## src/rtl/bch_pkg.sv

```systemverilog
// bch_pkg: shared BCH(31,16) t=3 constants and encoder state type.
// Imported by the encoder and the Berlekamp-Massey decode blocks.
package bch_pkg;

    localparam int BCH_N    = 31;
    localparam int BCH_K    = 16;
    localparam int BCH_P    = BCH_N - BCH_K;
    localparam int BCH_T    = 3;
    localparam int BCH_GF_M = 5;

    localparam logic [15:0] BCH_GEN_POLY  = 16'h8FAF;
    localparam logic [5:0]  BCH_PRIM_POLY = 6'b100101;

    typedef enum logic [1:0] {
        ST_IDLE  = 2'd0,
        ST_SHIFT = 2'd1,
        ST_HOLD  = 2'd2
    } bch_enc_state_e;

endpackage

```

## src/rtl/bch_lfsr_encoder_if.sv

```systemverilog
// bch_lfsr_encoder_if: message-in / codeword-out valid/ready bundle.
// master drives messages and accepts codewords; slave is the encoder.
interface bch_lfsr_encoder_if;
    import bch_pkg::*;

    logic               in_valid;
    logic               in_ready;
    logic [BCH_K-1:0]   in_msg;
    logic               out_valid;
    logic               out_ready;
    logic [BCH_N-1:0]   out_code;
    logic               busy;

    modport master (
        output in_valid, in_msg, out_ready,
        input  in_ready, out_valid, out_code, busy
    );

    modport slave (
        input  in_valid, in_msg, out_ready,
        output in_ready, out_valid, out_code, busy
    );

endinterface

```

## src/rtl/bch_parity_lfsr.sv

```systemverilog
// bch_parity_lfsr: 15-bit bit-serial divider by g(x), MSB-first input.
// o_parity is the remainder including the bit presented this cycle.
module bch_parity_lfsr
    import bch_pkg::*;
(
    input  logic             clk,
    input  logic             rst_n,
    input  logic             i_clr,
    input  logic             i_en,
    input  logic             i_bit,
    output logic [BCH_P-1:0] o_parity
);

    logic [BCH_P-1:0] r_lfsr;
    logic             w_fb;
    logic [BCH_P-1:0] w_poly;

    assign w_poly = BCH_GEN_POLY[BCH_P-1:0];

    // Feedback of the incoming bit against the top remainder bit
    always_comb begin
        w_fb     = i_bit ^ r_lfsr[BCH_P-1];
        o_parity = {r_lfsr[BCH_P-2:0], 1'b0} ^ (w_fb ? w_poly : '0);
    end

    // Remainder register: cleared per message, advanced per message bit
    always_ff @(posedge clk or negedge rst_n) begin
        if (!rst_n) begin
            r_lfsr <= '0;
        end else if (i_clr) begin
            r_lfsr <= '0;
        end else if (i_en) begin
            r_lfsr <= o_parity;
        end
    end

endmodule

```

## src/rtl/bch_lfsr_encoder.sv

```systemverilog
// bch_lfsr_encoder: systematic BCH(31,16) encoder, one message bit per cycle.
// Option BCH_ENC_ERR_INJECT_EN adds err_mask XORed into the output codeword.
module bch_lfsr_encoder
    import bch_pkg::*;
(
    input  logic               clk,
    input  logic               reset_n,
    bch_lfsr_encoder_if.slave  bus
`ifdef BCH_ENC_ERR_INJECT_EN
    ,
    input  logic [BCH_N-1:0]   err_mask
`endif
);

    bch_enc_state_e     r_state;
    bch_enc_state_e     w_state_nxt;
    logic               r_init;
    logic [3:0]         r_cnt;
    logic [BCH_K-1:0]   r_msg_sh;
    logic [BCH_K-1:0]   r_msg_lat;
    logic [BCH_N-1:0]   r_code;
    logic [BCH_N-1:0]   w_err;
    logic [BCH_P-1:0]   w_parity;
    logic               w_accept;
    logic               w_shift;
    logic               w_done;

`ifdef BCH_ENC_ERR_INJECT_EN
    logic [BCH_N-1:0]   r_err;

    // Error pattern captured together with the message
    always_ff @(posedge clk or negedge reset_n) begin
        if (!reset_n) begin
            r_err <= '0;
        end else if (w_accept) begin
            r_err <= err_mask;
        end
    end

    assign w_err = r_err;
`else
    assign w_err = '0;
`endif

    // State register
    always_ff @(posedge clk or negedge reset_n) begin
        if (!reset_n) begin
            r_state <= ST_IDLE;
        end else begin
            r_state <= w_state_nxt;
        end
    end

    // Next state and per-cycle control strobes
    always_comb begin
        w_state_nxt = r_state;
        w_accept    = 1'b0;
        w_shift     = 1'b0;
        w_done      = 1'b0;
        unique case (r_state)
            ST_IDLE: begin
                if (bus.in_valid && r_init) begin
                    w_accept    = 1'b1;
                    w_state_nxt = ST_SHIFT;
                end
            end
            ST_SHIFT: begin
                w_shift = 1'b1;
                if (r_cnt == 4'd15) begin
                    w_done      = 1'b1;
                    w_state_nxt = ST_HOLD;
                end
            end
            ST_HOLD: begin
                if (bus.out_ready) begin
                    w_state_nxt = ST_IDLE;
                end
            end
            default: begin
                w_state_nxt = ST_IDLE;
            end
        endcase
    end

    // Message shifter, bit counter and codeword output register
    always_ff @(posedge clk or negedge reset_n) begin
        if (!reset_n) begin
            r_init    <= 1'b0;
            r_cnt     <= 4'd0;
            r_msg_sh  <= '0;
            r_msg_lat <= '0;
            r_code    <= '0;
        end else begin
            r_init <= 1'b1;
            if (w_accept) begin
                r_msg_sh  <= bus.in_msg;
                r_msg_lat <= bus.in_msg;
                r_cnt     <= 4'd0;
            end else if (w_shift) begin
                r_msg_sh  <= {r_msg_sh[BCH_K-2:0], 1'b0};
                r_cnt     <= r_cnt + 4'd1;
            end
            if (w_done) begin
                r_code <= {r_msg_lat, w_parity} ^ w_err;
            end
        end
    end

    bch_parity_lfsr u_lfsr (
        .clk      (clk),
        .rst_n    (reset_n),
        .i_clr    (w_accept),
        .i_en     (w_shift),
        .i_bit    (r_msg_sh[BCH_K-1]),
        .o_parity (w_parity)
    );

    assign bus.in_ready  = r_init && (r_state == ST_IDLE);
    assign bus.out_valid = (r_state == ST_HOLD);
    assign bus.busy      = (r_state != ST_IDLE);
    assign bus.out_code  = r_code;

endmodule

```

## src/flat_wrapper.sv

```systemverilog
// flat-port wrapper written by rule: the top's interface ports become plain ports
module bch_lfsr_encoder_flat import bch_pkg::*;
  (clk, reset_n, bus_in_valid, bus_in_msg, bus_out_ready, bus_in_ready, bus_out_valid, bus_out_code, bus_busy);
  bch_lfsr_encoder_if bus_i ();
  input  logic clk;
  input  logic reset_n;
  input wire logic [$bits(bus_i.in_valid)-1:0] bus_in_valid;
  input wire logic [$bits(bus_i.in_msg)-1:0] bus_in_msg;
  input wire logic [$bits(bus_i.out_ready)-1:0] bus_out_ready;
  output wire logic [$bits(bus_i.in_ready)-1:0] bus_in_ready;
  output wire logic [$bits(bus_i.out_valid)-1:0] bus_out_valid;
  output wire logic [$bits(bus_i.out_code)-1:0] bus_out_code;
  output wire logic [$bits(bus_i.busy)-1:0] bus_busy;
  assign bus_i.in_valid = bus_in_valid;
  assign bus_i.in_msg = bus_in_msg;
  assign bus_i.out_ready = bus_out_ready;
  assign bus_in_ready = bus_i.in_ready;
  assign bus_out_valid = bus_i.out_valid;
  assign bus_out_code = bus_i.out_code;
  assign bus_busy = bus_i.busy;
  bch_lfsr_encoder u_core (.clk(clk), .reset_n(reset_n), .bus(bus_i));
endmodule
```

## config.mk

```make
export PLATFORM = sky130hd
export DESIGN_NAME = bch_lfsr_encoder_flat
export DESIGN_NICKNAME = d
export VERILOG_FILES = /design/src/rtl/bch_pkg.sv /design/src/rtl/bch_lfsr_encoder_if.sv /design/src/rtl/bch_parity_lfsr.sv /design/src/rtl/bch_lfsr_encoder.sv /design/src/flat_wrapper.sv
export SDC_FILE = /design/constraint.sdc
export NUM_CORES = 1
export LEC_CHECK = 0
export ABC_AREA = 1
export CORE_MARGIN = 1.5
export CORE_UTILIZATION = 47
export CTS_BUF_LIST = sky130_fd_sc_hd__clkbuf_8 sky130_fd_sc_hd__clkbuf_16
export DETAILED_ROUTE_END_ITERATION = 10
export DONT_BUFFER_PORTS = 1
export PLACE_DENSITY = 0.61
export SLEW_MARGIN = 30
export SYNTH_ARGS = -nofsm -noshare
export SYNTH_HDL_FRONTEND = slang
export SYNTH_SLANG_ARGS = --single-unit
```

## constraint.sdc

```tcl
create_clock -name clk -period 2.95 [get_ports clk]
set_input_delay 0.295 -clock clk [delete_from_list [all_inputs] [get_ports clk]]
set_output_delay 0.295 -clock clk [all_outputs]
set_load 0.005 [all_outputs]
```

# Yosys cells after proc, flatten, opt, wreduce, memory -nomap -nowiden
# Index checks and enable logic that the tools add are counted.
# word_totals
in_bits,20
output_inout_bits,34
elab_cells,38
reg_bits,85
# classes
reduce_logical,6
muxes,16
addsub,1
n_eq_ne,6
n_bitwise,2
# op_table
operator,n
$mux 16,2
$mux 15,2
$xor 15x12->15,1
$mux 12,1
$mux 4,2
$mux 2,3
$pmux 2 s3,1
$mux 1,5
$add 4x1->4 const B,1
$eq 4x4->1 const B,1
$ne 2x1->1 const B,2
$reduce_bool 2->1,2
$reduce_and 3->1,1
$eq 2x1->1 const B,1
$eq 2x2->1 const B,1
$logic_and 1x1->1,2
$logic_not 2->1,1
$ne 2x2->1 const B,1
$xor 1x1->1,1

# Depth between registers and ports, before layout
# depth
word_depth,5
ltp_mapped,8

# Modules after synthesis
# A second synthesis with hierarchy kept.
# unflattened
hier_cells,476
hier_area_um2,3927.5
# by_module_without_submodules
module,instances,seq_area_each_um2,area_per_inst_um2,cells_each
bch_lfsr_encoder,1,1751.7,3090.5,373
bch_parity_lfsr,1,375.4,837.1,103

# Worst setup path before layout
# OpenSTA, ideal clock, no wires.
# synth_path
kind,register to output
from,reg u_core.r_state[0]
to,out bus_in_ready
path_stages_with_launch,6
t_arrival_ps,998
path_slack_ps,1657
path_buffers,2
cell_sequence,dfrtp_1 buf_6 nor2_8 buf_4 inv_1 nor2_1
# synth_via
elab_chain_cells,2
# synth_lines
item,line,source
"start, declared",bch_lfsr_encoder.sv:15,bch_enc_state_e r_state;
"start signal, assigned",bch_lfsr_encoder.sv:50,r_state <= w_state_nxt;
$logic_not 2->1,bch_lfsr_encoder.sv:118,assign bus.in_ready = r_init && (r_state == ST_IDLE);
$logic_and 1x1->1,bch_lfsr_encoder.sv:118,
"end, declared",flat_wrapper.sv:10,output wire logic [$bits(bus_i.in_ready)-1:0] bus_in_ready;
# No other way between the ends.

# Worst setup path in the final report
# layout_path
from,reg u_core.r_init
to,reg u_core.u_lfsr.r_lfsr[6]
# layout_via
elab_chain_cells,4
# layout_lines
item,line,source
"start, declared",bch_lfsr_encoder.sv:17,logic r_init;
"start signal, assigned",bch_lfsr_encoder.sv:88,r_init <= 1'b0;
"start signal, assigned",bch_lfsr_encoder.sv:94,r_init <= 1'b1;
$logic_and 1x1->1 *,bch_lfsr_encoder.sv:62,if (bus.in_valid && r_init) begin
$mux 1 *,bch_lfsr_encoder.sv:62,
$mux 1 *,bch_lfsr_encoder.sv:60,unique case (r_state)
$mux 15 / $reduce_bool 2->1 (equally long branches),n/a,
"end signal, assigned",bch_parity_lfsr.sv:33,r_lfsr <= o_parity;
"end, declared",bch_parity_lfsr.sv:14,logic [BCH_P-1:0] r_lfsr;
# Every way passes the cells marked *; elsewhere a longest branch is shown, timed or not.
# A chain may end at the register's enable or synchronous reset.

==> results.json <==
{
  "synth_warnings": 0,
  "die_h_um": 93.5,
  "clk_pin_slew_worst_paths_ps": 90,
  "synth_seq_cells": 85,
  "first_iter_violations": 188,
  "post_cts_buffers": 0,
  "p_per_area_mw_per_mm2": 1110,
  "synth_cells": 457,
  "synth_edf_count": 0,
  "grt_max_degree": 86,
  "min_period_ps": 1910,
  "routed-wl-met3_um": 341,
  "synth-main-ff-cell": "dfrtp_1",
  "grt-ovfl-total": 0,
  "criticalPathCategory": "register to register",
  "gp_routability_congestion": 0.801,
  "ant_nets": 0,
  "syn_avg_cell_area_um2": 8.42,
  "tns_ps": 0,
  "drt-wirelength-per-cell_um": 14.2,
  "track_usage": 0.195,
  "place_inst": 539,
  "regToRegSetupSlack_ps": 1040,
  "hpwl_mm": 5.04,
  "io_pins": 54,
  "firstDrtPassIters": 4,
  "post-synth-top-count-cell": "nand2_1",
  "core_area_mm2": 0.00781,
  "reg2reg_to": "u_core.u_lfsr.r_lfsr[6]$_DFFE_PN0P_",
  "cts_tree": "done",
  "area_growth_pct": 5.82,
  "die_x_um": 93.5,
  "hold_slack_ps": 13.7,
  "instances_no_fill": 557,
  "nets": 471,
  "status": "finished clean",
  "initial_core_util": 0.493,
  "placed_cell_area_mm2": 0.00381,
  "max_slew.worst_pin.slew_ps": 634,
  "async_flop_share": 1.00,
  "drc_errors": 0,
  "top_layer_used": "met4",
  "wl_mm": 7.94,
  "synth_cell_type_count": 24,
  "final_area_mm2": 0.00407,
  "timing.final.crit_share": 0.646,
  "rows": 32,
  "htreeDepth": 3,
  "setup_violations": 0,
  "portBuffers": 0,
  "endpoint_kind": "register",
  "hold_viol_final": 0,
  "met2WireLength_mm": 3.43,
  "path_max_fanout": 60,
  "yosysTopAreaCell": "dfrtp_1",
  "vias": 2794,
  "n_antenna_cell": 0,
  "dieArea_mm2": 0.00874,
  "antenna_found_initial": 0,
  "m1WireLength_mm": 4.03,
  "finalPower_mw": 4.53,
  "ys_seq_area_frac": 0.553,
  "synth_area_mm2": 0.00385,
  "maxCapViolCount": 0,
  "synth_top_cells_by_count": "nand2_1 (189), nand3_1 (89), dfrtp_1 (85)",
  "via_per_inst": 5.02,
  "rr_worst_depth": 5,
  "drive_above_1_share": 0.0571,
  "synth_fp_nets": 478,
  "r2r_start": "u_core.r_init$_DFF_PN0_",
  "start_kind": "register",
  "cp.arrival_ps": 2190,
  "fmax_mhz": 524,
  "finClkSkew_ps": 13.1,
  "cellLeakagePower_nw": 2.27,
  "cts.sinks": 85,
  "clk_latency_ps": 360,
  "synth_top_area_share": 0.553,
  "numCtsBuffers": 9,
  "slew_viol_final": 0,
  "irDropWorstVdd_mv": 0.310,
  "worstHoldStart": "bus_out_ready",
  "cts_buffer_depth": 2,
  "grt_pass1_wl_mm": 13.1,
  "relSlewSlack": 0.577,
  "rsz0062_at_grt": "false",
  "yosys-top-cells-area": "dfrtp_1 (55%), nand2_1 (18%), nand3_1 (12%)",
  "first_global_vias": 2497,
  "worst_hold_path.endpoint": "u_core.r_state[1]$_DFFE_PN0P_",
  "min_path_type": "input pin to register",
  "hold_path_depth": 1,
  "root_buffer": "clkbuf_8",
  "critPathRequiredTime_ps": 3230
}
-- routing by layer --
metal / up-vias / track usage
met1: 1310 / 0.293
li1: 1414 / -
met5: - / 0
met3: 12 / 0.0358
met4: 0 / 0.0808
met2: 58 / 0.275
-- cell families after synthesis --
family	Yosys count	synth area share
buf+inv	65	0.0884
other cells	1	0.000975
simple gates	293	0.337
xor+xnor	1	0.00228
compound gates	11	0.0150
flops	85	0.553
fa+ha+maj	1	0.00325
-- through the flow --
| step | utilization | setup slack (ps) |
|---|---|---|
| 5_1_grt | 0.521 | 825 |
| 2_1_floorplan | - | 1660 |
| 3_3_place_gp | 0.488 | 1080 |
| 4_1_cts | 0.521 | 1020 |
| 3_5_place_dp | 0.488 | 1030 |
| 6_report | 0.521 | 1040 |
-- worst max-delay path, stage by stage (launching register included) --
cell      delay (ps)
dfrtp_1          390
nand2_1           60
clkinv_1         340
nand2_4          640
nand2_4          200
o21ai_1          190
-- how the worst max path moves through the flow --
stage,startpoint,end,slack (ps),cells past startpoint
floorplan,u_core.r_state[0]$_DFFE_PN0P_,bus_in_ready,1660,5
global placement,u_core.r_state[1]$_DFFE_PN0P_,u_core.bus.out_code[10]$_DFFE_PN0P_,1080,6
detailed placement,u_core.r_state[0]$_DFFE_PN0P_,u_core.bus.out_code[3]$_DFFE_PN0P_,1030,5
CTS,u_core.r_state[0]$_DFFE_PN0P_,u_core.bus.out_code[24]$_DFFE_PN0P_,1020,5
global route,u_core.r_init$_DFF_PN0_,u_core.u_lfsr.r_lfsr[6]$_DFFE_PN0P_,830,5
finish,u_core.r_init$_DFF_PN0_,u_core.u_lfsr.r_lfsr[6]$_DFFE_PN0P_,1040,5
-- cell type report --
type | count | area (um2)
Timing Repair Buffer | 3 | 45.0
Tap cell | 102 | 128
Fill cell | 749 | 3740
Multi-Input combinational cell | 307 | 1380
Inverter | 44 | 170
Sequential cell | 85 | 2130
Clock inverter | 7 | 97.6
Clock buffer | 9 | 124
-- report_power, final --
group          switching [mW]  leakage (nW)  internal [mW]
clock network           0.442         0.106          0.481
registers               0.369          1.06           1.71
logic                   0.982          1.11          0.544
total                    1.79          2.27           2.74
-- flip-flops by register name, summed over array words and instances (netlist names) --
| name | count |
|---|---|
| u_core.r_init | 1 |
| u_core.u_lfsr.r_lfsr | 15 |
| u_core.bus.out_code | 31 |
| u_core.r_msg_sh | 16 |
| u_core.r_msg_lat | 16 |
| u_core.r_state | 2 |
| u_core.r_cnt | 4 |
-- placed cells by master (no fill, tap or decap), types with 4 or more instances in the layout --
cell type	instances
o21ai_1	7
nor2_1	4
nand3_1	89
clkbuf_8	9
nand3b_1	6
nand2_1	189
dfrtp_1	85
inv_1	40
-- what timing repair did --
item,4_1_cts,5_1_grt
endpoints found under the setup margin,0,0
hold buffers,2,0
hold endpoints to repair,85,0
resized for setup,0,0
Power figures use the tool's default switching activity.
